### src/rtl/pipe_hazard_ctrl.sv
// Pipeline control for an in-order integer pipeline: tracks per-stage valid/tags,
// drives EX forwarding selects, load-use stalls, multi-cycle EX holds and redirect flushes.
module pipe_hazard_ctrl #(
    parameter int NUM_STAGES = 5,
    parameter int REG_ADDR_W = 5,
    parameter int MUL_LAT    = 6,
    parameter int FWD_SEL_W  = $clog2(NUM_STAGES-2)
) (
    input  logic                  clock,
    input  logic                  reset,
    input  logic [REG_ADDR_W-1:0] id_rs,
    input  logic                  id_rs_use,
    input  logic [REG_ADDR_W-1:0] id_rt,
    input  logic                  id_rt_use,
    input  logic [REG_ADDR_W-1:0] id_rd,
    input  logic                  id_reg_we,
    input  logic                  id_is_load,
    input  logic                  id_is_multi,
    input  logic                  ex_redirect,
    output logic                  if_en,
    output logic                  id_en,
    output logic                  ex_busy,
    output logic                  load_use_stall,
    output logic [FWD_SEL_W-1:0]  ex_fwd_a_sel,
    output logic [FWD_SEL_W-1:0]  ex_fwd_b_sel,
    output logic [NUM_STAGES-1:0] stage_valid
);

    localparam int CNT_W = (MUL_LAT > 1) ? $clog2(MUL_LAT) : 1;
    localparam logic [CNT_W-1:0] CNT_LOAD = CNT_W'(MUL_LAT-1);

    logic                  v0, v1;
    logic [NUM_STAGES-1:2] s_valid;
    logic [NUM_STAGES-1:2] s_we;
    logic [REG_ADDR_W-1:0] s_rd [NUM_STAGES-1:2];
    logic                  ex_load, ex_multi;
    logic [REG_ADDR_W-1:0] ex_rs, ex_rt;
    logic                  ex_rs_use, ex_rt_use;
    logic [CNT_W-1:0]      mul_cnt;

    logic                  busy_int, ex_adv, lus_int, redir, adv_en;
    logic [FWD_SEL_W-1:0]  sel_a, sel_b;

    always_comb begin
        busy_int = s_valid[2] & ex_multi & (mul_cnt != '0);
        ex_adv   = ~busy_int;
        lus_int  = v1 & ex_adv & s_valid[2] & ex_load & s_we[2] & (s_rd[2] != '0) &
                   ((id_rs_use & (id_rs == s_rd[2])) | (id_rt_use & (id_rt == s_rd[2])));
        redir    = ex_adv & s_valid[2] & ex_redirect;
        adv_en   = ex_adv & (redir | ~lus_int);
    end

    // Walk oldest to youngest so the youngest matching producer overwrites the select.
    always_comb begin
        sel_a = '0;
        sel_b = '0;
        for (int k = NUM_STAGES-3; k >= 1; k--) begin
            if (s_valid[2+k] & s_we[2+k] & (s_rd[2+k] != '0)) begin
                if (ex_rs_use & (s_rd[2+k] == ex_rs)) sel_a = FWD_SEL_W'(k);
                if (ex_rt_use & (s_rd[2+k] == ex_rt)) sel_b = FWD_SEL_W'(k);
            end
        end
    end

    assign if_en          = ~reset & adv_en;
    assign id_en          = ~reset & adv_en;
    assign ex_busy        = ~reset & busy_int;
    assign load_use_stall = ~reset & lus_int;
    assign ex_fwd_a_sel   = reset ? '0 : sel_a;
    assign ex_fwd_b_sel   = reset ? '0 : sel_b;
    assign stage_valid    = {s_valid, v1, v0};

    // Stages past EX keep only what forwarding reads; load/multi matter only in EX.
    always_ff @(posedge clock) begin
        if (reset) begin
            v0        <= 1'b0;
            v1        <= 1'b0;
            s_valid   <= '0;
            s_we      <= '0;
            for (int i = 2; i < NUM_STAGES; i++) s_rd[i] <= '0;
            ex_load   <= 1'b0;
            ex_multi  <= 1'b0;
            ex_rs     <= '0;
            ex_rt     <= '0;
            ex_rs_use <= 1'b0;
            ex_rt_use <= 1'b0;
            mul_cnt   <= '0;
        end else begin
            v0 <= 1'b1;
            if (redir)       v1 <= 1'b0;
            else if (adv_en) v1 <= v0;

            if (ex_adv) begin
                if (redir | lus_int | ~v1) begin
                    s_valid[2] <= 1'b0;
                    s_we[2]    <= 1'b0;
                    s_rd[2]    <= '0;
                    ex_load    <= 1'b0;
                    ex_multi   <= 1'b0;
                    ex_rs      <= '0;
                    ex_rt      <= '0;
                    ex_rs_use  <= 1'b0;
                    ex_rt_use  <= 1'b0;
                    mul_cnt    <= '0;
                end else begin
                    s_valid[2] <= 1'b1;
                    s_we[2]    <= id_reg_we;
                    s_rd[2]    <= id_rd;
                    ex_load    <= id_is_load;
                    ex_multi   <= id_is_multi;
                    ex_rs      <= id_rs;
                    ex_rt      <= id_rt;
                    ex_rs_use  <= id_rs_use;
                    ex_rt_use  <= id_rt_use;
                    mul_cnt    <= id_is_multi ? CNT_LOAD : '0;
                end
            end else begin
                mul_cnt <= mul_cnt - 1'b1;
            end

            // During a multi hold stage 3 takes bubbles so older work keeps draining.
            s_valid[3] <= ex_adv & s_valid[2];
            s_we[3]    <= ex_adv & s_we[2];
            s_rd[3]    <= ex_adv ? s_rd[2] : '0;
            for (int i = 4; i < NUM_STAGES; i++) begin
                s_valid[i] <= s_valid[i-1];
                s_we[i]    <= s_we[i-1];
                s_rd[i]    <= s_rd[i-1];
            end
        end
    end

endmodule

### config.mk
export PLATFORM = sky130hd
export DESIGN_NAME = pipe_hazard_ctrl
export DESIGN_NICKNAME = d
export VERILOG_FILES = /design/src/rtl/pipe_hazard_ctrl.sv
export SDC_FILE = /design/constraint.sdc
export NUM_CORES = 1
export LEC_CHECK = 0
export ABC_AREA = 1
export CORE_MARGIN = 2
export CORE_UTILIZATION = 51
export CTS_BUF_LIST = sky130_fd_sc_hd__clkbuf_4 sky130_fd_sc_hd__clkbuf_8
export CTS_CLUSTER_DIAMETER = 200
export DETAILED_ROUTE_END_ITERATION = 7
export PLACE_DENSITY_LB_ADDON = 0.12
export SLEW_MARGIN = 20
export SYNTH_ARGS = -nofsm -noshare
export SYNTH_HDL_FRONTEND = slang
export SYNTH_SLANG_ARGS = --single-unit
### constraint.sdc
create_clock -name clock -period 5.2 [get_ports clock]
set_clock_uncertainty 0.1 [all_clocks]
set_input_delay 1.04 -clock clock [delete_from_list [all_inputs] [get_ports clock]]
set_output_delay 1.04 -clock clock [all_outputs]
set_load 0.1 [all_outputs]
==> impl_metrics.py <==
metrics = {
    "outcome": {
        "status": "finished, final reports clean",
    },
    "drt": {
        "drt_wl_total_mm": 4.33,
        "ant_nets": 0,
        "dr.pass1.iters": 4,
        "avgRoutedWirePerCell_um": 12.5,
        "drc": 0,
        "drtIter0Drc": 72,
        "viasPerCell": 4.83,
        "vias": 1668,
    },
    "logic_synthesis": {
        "synth-edff-count": 5,
        "synth_compound_area_share_pct": 13.9,
        "synthMuxAreaShare_pct": 0,
        "synthSimpleGateAreaFrac_pct": 25.4,
        "yosys.area.top_type": "dfxtp_1",
        "synth_top_area_share_pct": 34.6,
        "synth.avg_cell_area_um2": 7.73,
        "async_flop_share_pct": 0,
        "synth_top_family_by_area": "simple AND/OR/NAND/NOR gates",
        "netlist_top_cells_count": "53 x inv_1, 43 x nand2_1, 35 x dfxtp_1",
        "yosysSeqAreaShare_pct": 42.0,
        "syn_nets": 287,
        "ys_ff_latch": 40,
        "synth_xor_area_share_pct": 3.03,
        "synth_ff_type": "dfxtp_1",
        "syn_inst": 262,
        "syn-cell-area_um2": 2020,
        "synth_cell_types": 37,
        "yosys-top-cells-area": "dfxtp_1 35%, inv_1 9.8%, nand2_1 8.0%, edfxtp_1 7.4%, o22ai_2 7.4%",
        "yosysWarnings": 0,
        "yosysMostFrequentCell": "inv_1",
        "synth-adder-area-share_pct": 1.24,
    },
    "placement": {
        "portBuffers": 35,
        "dpl_worst_slack_ns": 1.18,
        "dp_hpwl_mm": 3.41,
        "placed_area_um2": 2360,
        "dp_cells": 337,
        "gp_congestion": 0.907,
    },
    "pwr": {
        "peakVddDrop_mv": 0.135,
        "p_per_area_nw_per_um2": 269,
        "total_power_mw": 0.663,
        "power_leakage_nw": 1.10,
    },
    "sta": {
        "fmax_ghz": 0.247,
        "rsz0062_at_grt": "no",
        "finalHoldViolations": 0,
        "setup_viol": 0,
        "tightest_slew_ns": 0.976,
        "slew_violations": 0,
        "whs_ns": 0.350,
        "finalSetupTns_ns": 0,
        "worst_slack_ns": 1.16,
        "layout_min_cycle_time_ns": 4.04,
        "period_share_pct": 77.7,
        "slew_headroom_pct": 34.7,
    },
    "die": {
        "die_w_um": 67.0,
        "ioPinCount": 36,
        "num_rows": 22,
        "initial_utilization_pct": 54.1,
        "fp.dieH_um": 67.0,
        "dieArea_um2": 4490,
        "core_area_um2": 3740,
    },
    "grt": {
        "antenna_found_initial": 0,
        "globalRouteTotalUtil_pct": 22.1,
        "grt_pass1_wl_mm": 7.24,
        "grt_pass1_vias": 1570,
        "grt_max_degree": 21,
        "grt.overflow.total": 0,
    },
    "clocking": {
        "clock_latency_ns": 0.30,
        "cts_setup_buffers": 0,
        "cts_root_buf": "clkbuf_8",
        "cts_buffer_depth": 2,
        "holdBufCountCts": 0,
        "ctsResizeCount": 0,
        "tritoncts": "built",
        "cts_buffers": 5,
        "cts_max_level": 2,
        "cts_sinks": 40,
        "path_clk_slew_ns": 0.08,
    },
    "setup_path": {
        "crit_path_start_kind": "primary input",
        "crit_fanout": 17,
        "cp.arrival_ns": 2.90,
        "critical_path_class": "in2out",
        "cp.required_ns": 4.06,
        "reg2regPathDepth": 9,
        "setup.worst_path.end_class": "output pin",
    },
    "min_path": {
        "min_path_type": "reg2reg",
        "hold_path_depth": 2,
    },
    "final_layout": {
        "nets": 321,
        "seq_area_um2": 851,
        "finalNonFillerCells": 345,
        "area_growth_pct": 21.8,
        "n_fill_cell": 331,
        "stdcell_area_um2": 2470,
        "multi_input_area_um2": 882,
        "n_antenna_cell": 0,
        "drive_gt1_share_pct": 17.2,
        "fin_util_pct": 65.9,
    },
    "run": {
        "maxCapViolations": 0,
    },
}
-- cells in the final DEF (no fill, tap or decap), types with 2 or more instances in the layout --
cell type | Yosys | layout
a21oi_1 | 5 | 5
xnor2_1 | 5 | 5
ha_1 | 2 | 2
o21ai_2 | 2 | 2
inv_2 | 8 | 8
clkdlybuf4s50_1 | 0 | 27
nand3_1 | 11 | 11
nor4_1 | 2 | 2
nand2_1 | 43 | 43
edfxtp_1 | 5 | 5
nand4_1 | 3 | 3
nor2_2 | 6 | 6
buf_4 | 3 | 8
o22ai_2 | 12 | 12
dfxtp_1 | 35 | 35
nand3b_1 | 2 | 2
o21ai_0 | 3 | 3
clkbuf_8 | 0 | 5
nor3_1 | 5 | 5
xor2_1 | 2 | 2
inv_1 | 53 | 53
nor2_1 | 32 | 32
o22ai_1 | 4 | 4
o211ai_1 | 2 | 2
-- registers in the layout (all words and copies together), names as in the netlist --
register / cells
ex_rs_use: 1
s_rd: 15
ex_rt_use: 1
v0: 1
s_valid: 3
ex_rt: 5
ex_rs: 5
ex_multi: 1
v1: 1
ex_load: 1
s_we: 3
mul_cnt: 3
-- metal layers --
layer | share of wire (%) | vias to the layer above | global-route usage (%)
li1 | - | 883 | -
met1 | 47 | 736 | 29.3
met2 | 46 | 43 | 34.7
met3 | 5.9 | 6 | 5.07
met4 | 1.6 | 0 | 8.42
met5 | 0 | - | 0
-- power by group --
group / switching, mW / internal, mW / total, mW / leakage, nW
Combinational: 0.0496 / 0.0336 / 0.0831 / 0.694
Clock: 0.111 / 0.142 / 0.253 / 0.0585
Sequential: 0.00671 / 0.319 / 0.326 / 0.345
Total: 0.167 / 0.495 / 0.663 / 1.10
-- kinds of logic (layout without fill, tap and decap cells) --
logic type	after synthesis	count (layout)
and+or+nand+nor	111	111
buffers and inverters	70	105
DFF	40	40
AOI/OAI and AO/OA	32	32
xor gates and xnor gates	7	7
adders and majority gates	2	2
-- cell type report --
class / instances / area share (%)
multi-input combinational: 152 / 35.8
sequential: 40 / 34.5
timing repair buffer: 35 / 13.4
inverter: 62 / 9.44
clock buffer: 5 / 2.79
tap: 48 / 2.44
clock inverter: 3 / 1.67
-- worst max-delay path, cell delays in order --
cell and delay, ns:
clkdlybuf4s50_1 0.74, inv_1 0.31, o2111ai_1 0.15, nor3_1 0.17
nand3b_1 0.10, nor2_1 0.09, buf_4 0.29
-- path summary, 6_finish.rpt --
kind	slack, ns	from	end
worst max-delay path	1.16	reset	ex_fwd_a_sel[1]
worst max register to register	2.96	mul_cnt[0]	s_rd[2][4]
worst min-delay path	0.35	s_valid[3]	s_valid[4]
worst min register to register	0.35	s_valid[3]	s_valid[4]
No activity file was read; power rests on OpenSTA's default activity.
